==> src/rtl/dsm_sequencer.sv <==
// dsm_sequencer: sample buffering, dither generation, reset sequencing and overload monitoring for the delta-sigma modulator
module dsm_sequencer #(
  parameter int          W            = 16,
  parameter int          OSR          = 64,
  parameter int          FLUSH_CYCLES = 8,
  parameter int          OVL_RUN      = 32,
  parameter logic [15:0] LFSR_SEED    = 16'hACE1,
  parameter int          DITH_SHIFT   = 8
) (
  input  logic         clock,
  input  logic         reset,
  input  logic         enable,
  input  logic         s_valid,
  input  logic [W-1:0] s_data,
  output logic         s_ready,
  input  logic         dith_en,
  input  logic [1:0]   pwm,
  input  logic         stat_clear,
  output logic         dsm_reset,
  output logic [W-1:0] dsm_vin,
  output logic [W-1:0] dsm_dith,
  output logic         sample_tick,
  output logic         overload,
  output logic         underrun,
  output logic [1:0]   state
);
  localparam logic [1:0] IDLE    = 2'b00;
  localparam logic [1:0] FLUSH   = 2'b01;
  localparam logic [1:0] RUN     = 2'b10;
  localparam logic [1:0] RECOVER = 2'b11;
  localparam int OW = $clog2(OSR);
  localparam int FW = $clog2(FLUSH_CYCLES + 1);
  localparam int RW = $clog2(OVL_RUN + 1);

  logic [W-1:0]  mem [2];
  logic          rd_ptr, wr_ptr;
  logic [1:0]    count;
  logic [OW-1:0] osr_cnt;
  logic [FW-1:0] flush_cnt;
  logic [RW-1:0] run_cnt, run_next;
  logic [1:0]    pwm_q, nxt;
  logic [15:0]   lfsr, lfsr_adv;
  logic signed [15:0]  lsh;
  logic signed [W-1:0] dith_word;
  logic push, pop, tick, empty, osr_end, flush_done, ovl_set, und_set;

  assign empty      = count == 2'd0;
  assign s_ready    = enable && count != 2'd2;
  assign push       = s_valid && s_ready;
  assign osr_end    = osr_cnt == OW'(OSR - 1);
  assign flush_done = flush_cnt == '0;
  assign run_next   = pwm == 2'b00 ? '0 : pwm == pwm_q ? run_cnt + 1'b1 : RW'(1);
  // enable=0 wins over every other transition; FLUSH and RECOVER share the flush countdown
  assign nxt        = !enable ? IDLE :
                      state == IDLE ? FLUSH :
                      state == RUN ? (run_next == RW'(OVL_RUN) ? RECOVER : RUN) :
                      flush_done ? RUN : state;
  assign tick       = state == RUN && nxt == RUN && osr_end;
  assign pop        = tick && !empty;
  assign ovl_set    = state == RUN && nxt == RECOVER;
  assign und_set    = tick && empty;
  assign lfsr_adv   = lfsr[0] ? (lfsr >> 1) ^ 16'hB400 : lfsr >> 1;
  assign lsh        = $signed(lfsr) >>> DITH_SHIFT;
  assign dith_word  = W'(lsh);

  // sequencing state, period/flush/run counters and dither LFSR
  always_ff @(posedge clock or negedge reset) begin
    if (!reset) begin
      state     <= IDLE;
      flush_cnt <= '0;
      osr_cnt   <= '0;
      run_cnt   <= '0;
      pwm_q     <= 2'b00;
      lfsr      <= LFSR_SEED;
    end else begin
      state     <= nxt;
      flush_cnt <= (state == IDLE || state == RUN) ? FW'(FLUSH_CYCLES - 1) : flush_done ? flush_cnt : flush_cnt - 1'b1;
      osr_cnt   <= (state == RUN && nxt == RUN) ? (osr_end ? '0 : osr_cnt + 1'b1) : '0;
      run_cnt   <= (state == RUN && nxt == RUN) ? run_next : '0;
      pwm_q     <= pwm;
      lfsr      <= state == RUN ? lfsr_adv : lfsr;
    end
  end

  // registered modulator-side outputs
  always_ff @(posedge clock or negedge reset) begin
    if (!reset) begin
      dsm_reset   <= 1'b1;
      dsm_vin     <= '0;
      dsm_dith    <= '0;
      sample_tick <= 1'b0;
    end else begin
      dsm_reset   <= nxt != RUN;
      dsm_vin     <= (nxt == IDLE || nxt == RECOVER) ? '0 : pop ? mem[rd_ptr] : dsm_vin;
      dsm_dith    <= (nxt != IDLE && dith_en) ? dith_word : '0;
      sample_tick <= tick;
    end
  end

  // sticky status; a set event beats a simultaneous clear
  always_ff @(posedge clock or negedge reset) begin
    if (!reset) begin
      overload <= 1'b0;
      underrun <= 1'b0;
    end else begin
      overload <= ovl_set || (overload && !stat_clear);
      underrun <= und_set || (underrun && !stat_clear);
    end
  end

  // FIFO pointers and occupancy; emptied whenever the sequencer drops to IDLE
  always_ff @(posedge clock or negedge reset) begin
    if (!reset) begin
      rd_ptr <= 1'b0;
      wr_ptr <= 1'b0;
      count  <= 2'd0;
    end else if (nxt == IDLE) begin
      rd_ptr <= 1'b0;
      wr_ptr <= 1'b0;
      count  <= 2'd0;
    end else begin
      rd_ptr <= rd_ptr ^ pop;
      wr_ptr <= wr_ptr ^ push;
      count  <= count + {1'b0, push} - {1'b0, pop};
    end
  end

  // FIFO storage
  always_ff @(posedge clock) begin
    if (push) mem[wr_ptr] <= s_data;
  end
endmodule

==> config.mk <==
export PLATFORM = sky130hd
export DESIGN_NAME = dsm_sequencer
export DESIGN_NICKNAME = d
export VERILOG_FILES = /design/src/rtl/dsm_sequencer.sv
export SDC_FILE = /design/constraint.sdc
export NUM_CORES = 1
export LEC_CHECK = 0
export CORE_MARGIN = 4
export CORE_UTILIZATION = 48
export DETAILED_ROUTE_END_ITERATION = 10
export PLACE_DENSITY = 0.75
export SLEW_MARGIN = 10
export SYNTH_ARGS = -nofsm -noshare
export SYNTH_HDL_FRONTEND = slang
export SYNTH_SLANG_ARGS = --single-unit
==> constraint.sdc <==
create_clock -name clock -period 3.05 [get_ports clock]
set_input_delay 0.305 -clock clock [delete_from_list [all_inputs] [get_ports clock]]
set_output_delay 0.305 -clock clock [all_outputs]
set_load 0.05 [all_outputs]
==> impl_metrics.prom <==
# TYPE chip_impl_metric gauge
chip_impl_metric{name="initialDrtViolationCount",unit=""} 65
chip_impl_info{name="synth_ff_type",value="sky130_fd_sc_hd__dfrtp_1"} 1
chip_impl_metric{name="count_of_cell_types_in_the_netlist",unit=""} 38
chip_impl_info{name="timing.setup.critical_path_class",value="flop to flop"} 1
chip_impl_metric{name="syn-mean-instance-area",unit="um^2"} 12.64
chip_impl_metric{name="relSlewSlack",unit=""} 0.3537
chip_impl_metric{name="hold_buffers",unit=""} 0
chip_impl_metric{name="clk_latency",unit="ns"} 0.35
chip_impl_metric{name="worst-slew-pin-transition",unit="ns"} 0.9695
chip_impl_metric{name="grt_antenna_before_repair",unit=""} 0
chip_impl_metric{name="antenna_violating_nets_post_route",unit=""} 0
chip_impl_metric{name="final-setup-viol-count",unit=""} 0
chip_impl_metric{name="drive_above_1_share",unit=""} 0.1291
chip_impl_metric{name="preCtsSetupSlack",unit="ns"} -0.1135
chip_impl_metric{name="clockBufferDepth",unit=""} 2
chip_impl_metric{name="relative_area_change_from_synthesis_to_final_layout",unit="%"} 23.27
chip_impl_metric{name="placement.cell_area",unit="um^2"} 4808
chip_impl_metric{name="timing_hold_violations_final",unit=""} 0
chip_impl_metric{name="timing.final.crit_period",unit="ns"} 2.835
chip_impl_metric{name="htree_levels",unit=""} 3
chip_impl_metric{name="fin_cells",unit=""} 500
chip_impl_metric{name="max_cap_viol_count",unit=""} 0
chip_impl_metric{name="vias",unit=""} 2513
chip_impl_metric{name="floorplan.die.width",unit="um"} 100.9
chip_impl_metric{name="leakagePower",unit="uW"} 0.002367
chip_impl_info{name="topRoutingLayerUsed",value="met4"} 1
chip_impl_metric{name="die_area",unit="um^2"} 10190
chip_impl_metric{name="post_synth_inst_count",unit=""} 328
chip_impl_info{name="run_status",value="finished, final reports clean"} 1
chip_impl_metric{name="port-buffer-count",unit=""} 62
chip_impl_metric{name="setup_tns_after_final_layout",unit="ns"} 0
chip_impl_metric{name="post_synth_instance_area",unit="um^2"} 4145
chip_impl_metric{name="place.detailed.hpwl",unit="um"} 5119
chip_impl_metric{name="synth.ff_latch_count",unit=""} 100
chip_impl_metric{name="finalNetCount",unit=""} 424
chip_impl_info{name="endpoint_kind_of_the_worst_setup_timing_path",value="flop"} 1
chip_impl_metric{name="worst_setup_hold_path_clk_slew",unit="ns"} 0.09
chip_impl_info{name="hold_class",value="primary input to asynchronous set/reset pin"} 1
chip_impl_info{name="cp-start-kind",value="flop"} 1
chip_impl_metric{name="die_y",unit="um"} 100.9
chip_impl_metric{name="totalWireLength",unit="um"} 7495
chip_impl_metric{name="final_critical_path_setup_slack",unit="ns"} 0.2153
chip_impl_metric{name="fmaxAchievable",unit="MHz"} 352.8
chip_impl_metric{name="m1WireLength",unit="um"} 3219
chip_impl_metric{name="fin_area",unit="um^2"} 5110
chip_impl_info{name="tritoncts",value="done"} 1
chip_impl_metric{name="critical_path_at",unit="ns"} 3.08
chip_impl_metric{name="grt_util_all_layers",unit=""} 0.1512
chip_impl_metric{name="async_reset_ff_frac",unit=""} 0.6800
chip_impl_metric{name="floorplan.io_pins",unit=""} 63
chip_impl_metric{name="antennaDiodeCount",unit=""} 0
chip_impl_metric{name="cts_made_buffers",unit=""} 9
chip_impl_metric{name="cp_data_required_time",unit="ns"} 3.29
chip_impl_metric{name="detail_route.first_pass.iterations",unit=""} 6
chip_impl_metric{name="syn-num-nets",unit=""} 362
chip_impl_metric{name="final.period_utilization",unit=""} 0.9294
chip_impl_metric{name="cts_sinks",unit=""} 100
chip_impl_metric{name="count_of_flip_flops_with_a_built_in_enable_after_synthesis",unit=""} 32
chip_impl_metric{name="met3RoutedLength",unit="um"} 195
chip_impl_metric{name="rows",unit=""} 33
chip_impl_metric{name="place_inst",unit=""} 480
chip_impl_metric{name="clock_skew",unit="ns"} 0.009988
chip_impl_metric{name="maximum_number_of_pins_on_one_net_before_global_route_repair",unit=""} 35
chip_impl_metric{name="crit_fanout",unit=""} 4
chip_impl_metric{name="initial_utilization",unit=""} 0.4995
chip_impl_metric{name="final_max_slew_viol_count",unit=""} 0
chip_impl_metric{name="yosysWarnings",unit=""} 0
chip_impl_metric{name="cellPowerDensity",unit="nW/um^2"} 490.6
chip_impl_metric{name="power.ir.vdd_worst",unit="uV"} 295.4
chip_impl_metric{name="n_fill_cell",unit=""} 644
chip_impl_metric{name="place_congestion",unit=""} 0.8082
chip_impl_metric{name="post-route-drc-count",unit=""} 0
chip_impl_metric{name="drt-wirelength-per-cell",unit="um"} 14.99
chip_impl_metric{name="utilization",unit=""} 0.6157
chip_impl_info{name="ctsRootBufferMaster",value="sky130_fd_sc_hd__clkbuf_8"} 1
chip_impl_metric{name="portion_of_the_post_synthesis_area_used_by_sequential_elements",unit=""} 0.6450
chip_impl_metric{name="drt-vias-per-instance",unit=""} 5.026
chip_impl_metric{name="first_global_vias",unit=""} 2490
chip_impl_metric{name="core",unit="um^2"} 8299
chip_impl_metric{name="grt-ovfl-total",unit=""} 0
chip_impl_metric{name="global_route_wire_length_before_repair",unit="um"} 11890
chip_impl_metric{name="detailroute.wirelength.met2",unit="um"} 3966
cell type report:
type                       count  area (um^2)  share of cell area
sequential                   100         2675              0.5235
multi-input combinational    197         1341              0.2625
timing repair buffer          72        690.7              0.1352
clock buffer                  11        151.4             0.02963
tap                          105        131.4             0.02571
clock inverter                 5        82.58             0.01616
inverter                      10        37.54            0.007346
state kept, by name, indices dropped and copies added (netlist names):
register	count
underrun	1
count	2
overload	1
dsm_reset	1
lfsr	16
wr_ptr	1
dsm_dith	8
state	2
pwm_q	2
dsm_vin	16
rd_ptr	1
mem	32
sample_tick	1
flush_cnt	4
run_cnt	6
osr_cnt	6
worst paths after layout:
path                                                from                   end  slack (ns)  depth (start not counted)
worst min-delay path                               reset  osr_cnt[0]$_DFF_PN0_        0.02                          1
worst max-delay path            flush_cnt[1]$_DFFE_PN0P_    count[1]$_DFF_PN0_        0.22                         15
worst max register to register  flush_cnt[1]$_DFFE_PN0P_    count[1]$_DFF_PN0_        0.22                         15
worst min register to register       lfsr[7]$_DFFE_PN1P_   lfsr[6]$_DFFE_PN1P_        0.46                          2
max in group asynchronous                          reset   dsm_reset$_DFF_PN1_        2.18                          2
min in group clock                   lfsr[7]$_DFFE_PN1P_   lfsr[6]$_DFFE_PN1P_        0.46                          2
metrics by stage:
stage	hold slack (ns)	power (uW)
CTS	0.04786	2525
finish	0.01880	2507
floorplan	0.009409	1502
global route	0.06443	2595
global placement	0.4335	1571
detailed placement	0.4403	1578
cell families (layout without fill, tap and decap cells):
kind of cell / count (synthesis) / count (layout) / synth area share
compound gates: 35 / 35 / 0.06882
xor+xnor: 18 / 18 / 0.03803
fa+ha+maj: 10 / 10 / 0.03018
buf+inv: 31 / 98 / 0.04166
flops: 100 / 100 / 0.6450
mux: 17 / 17 / 0.04135
simple gates: 117 / 117 / 0.1349
worst max-delay path: stages (launching register included):
cell and delay, ns:
sky130_fd_sc_hd__dfrtp_1 0.39, sky130_fd_sc_hd__inv_2 0.08, sky130_fd_sc_hd__ha_4 0.15, sky130_fd_sc_hd__nor3b_4 0.22, sky130_fd_sc_hd__and2_2 0.18, sky130_fd_sc_hd__nand2b_1 0.12, sky130_fd_sc_hd__a21o_1 0.16, sky130_fd_sc_hd__ha_4 0.18
sky130_fd_sc_hd__nand3b_4 0.09, sky130_fd_sc_hd__nor4_4 0.30, sky130_fd_sc_hd__ha_1 0.27, sky130_fd_sc_hd__inv_1 0.06, sky130_fd_sc_hd__ha_1 0.15, sky130_fd_sc_hd__xor2_1 0.18, sky130_fd_sc_hd__xnor2_1 0.14, sky130_fd_sc_hd__nor2_1 0.05
routing by layer:
layer	GRT usage	vias to the layer above
li1	-	1226
met1	0.1853	1246
met2	0.2597	32
met3	0.03806	9
met4	0.05317	0
met5	0	-
placed cells by master, fill, tap and decap left out, drive strengths merged, types with 13 or more instances in the layout:
cell type / n
clkdlybuf4s50: 61
dfrtp: 59
edfxtp: 32
mux2i: 16
nand2: 65
nor2: 16
o211a: 16
xnor2: 13
Yosys cell counts (all sizes together) (3+ instances only):
cell type  number  share of area
buf            16          0.028
clkbuf          5         0.0045
mux2i          16          0.039
dfstp           9          0.057
nor3b           3         0.0054
o211a          16          0.039
edfxtp         32           0.23
xor2            5          0.011
nand3           6         0.0072
a31o            3         0.0063
nand2          65          0.059
dfrtp          59           0.36
inv            10         0.0091
and3            5         0.0075
ha             10          0.030
a21oi           3         0.0036
and2            9          0.014
xnor2          13          0.027
o21ai           7         0.0085
nor2           16          0.014
nor2b           4         0.0060
report_power, final:
group          internal (uW)  total, uW  switching [uW]
clock                    510        953             443
combinational           56.4        129            72.3
sequential              1410       1430            12.3
total                   1980       2510             527
timing repair:
item	4_1_cts	5_1_grt
buffers inserted	0	4
endpoints found under the setup margin	0	1
resized for setup	0	8
Power figures use the tool's default switching activity.
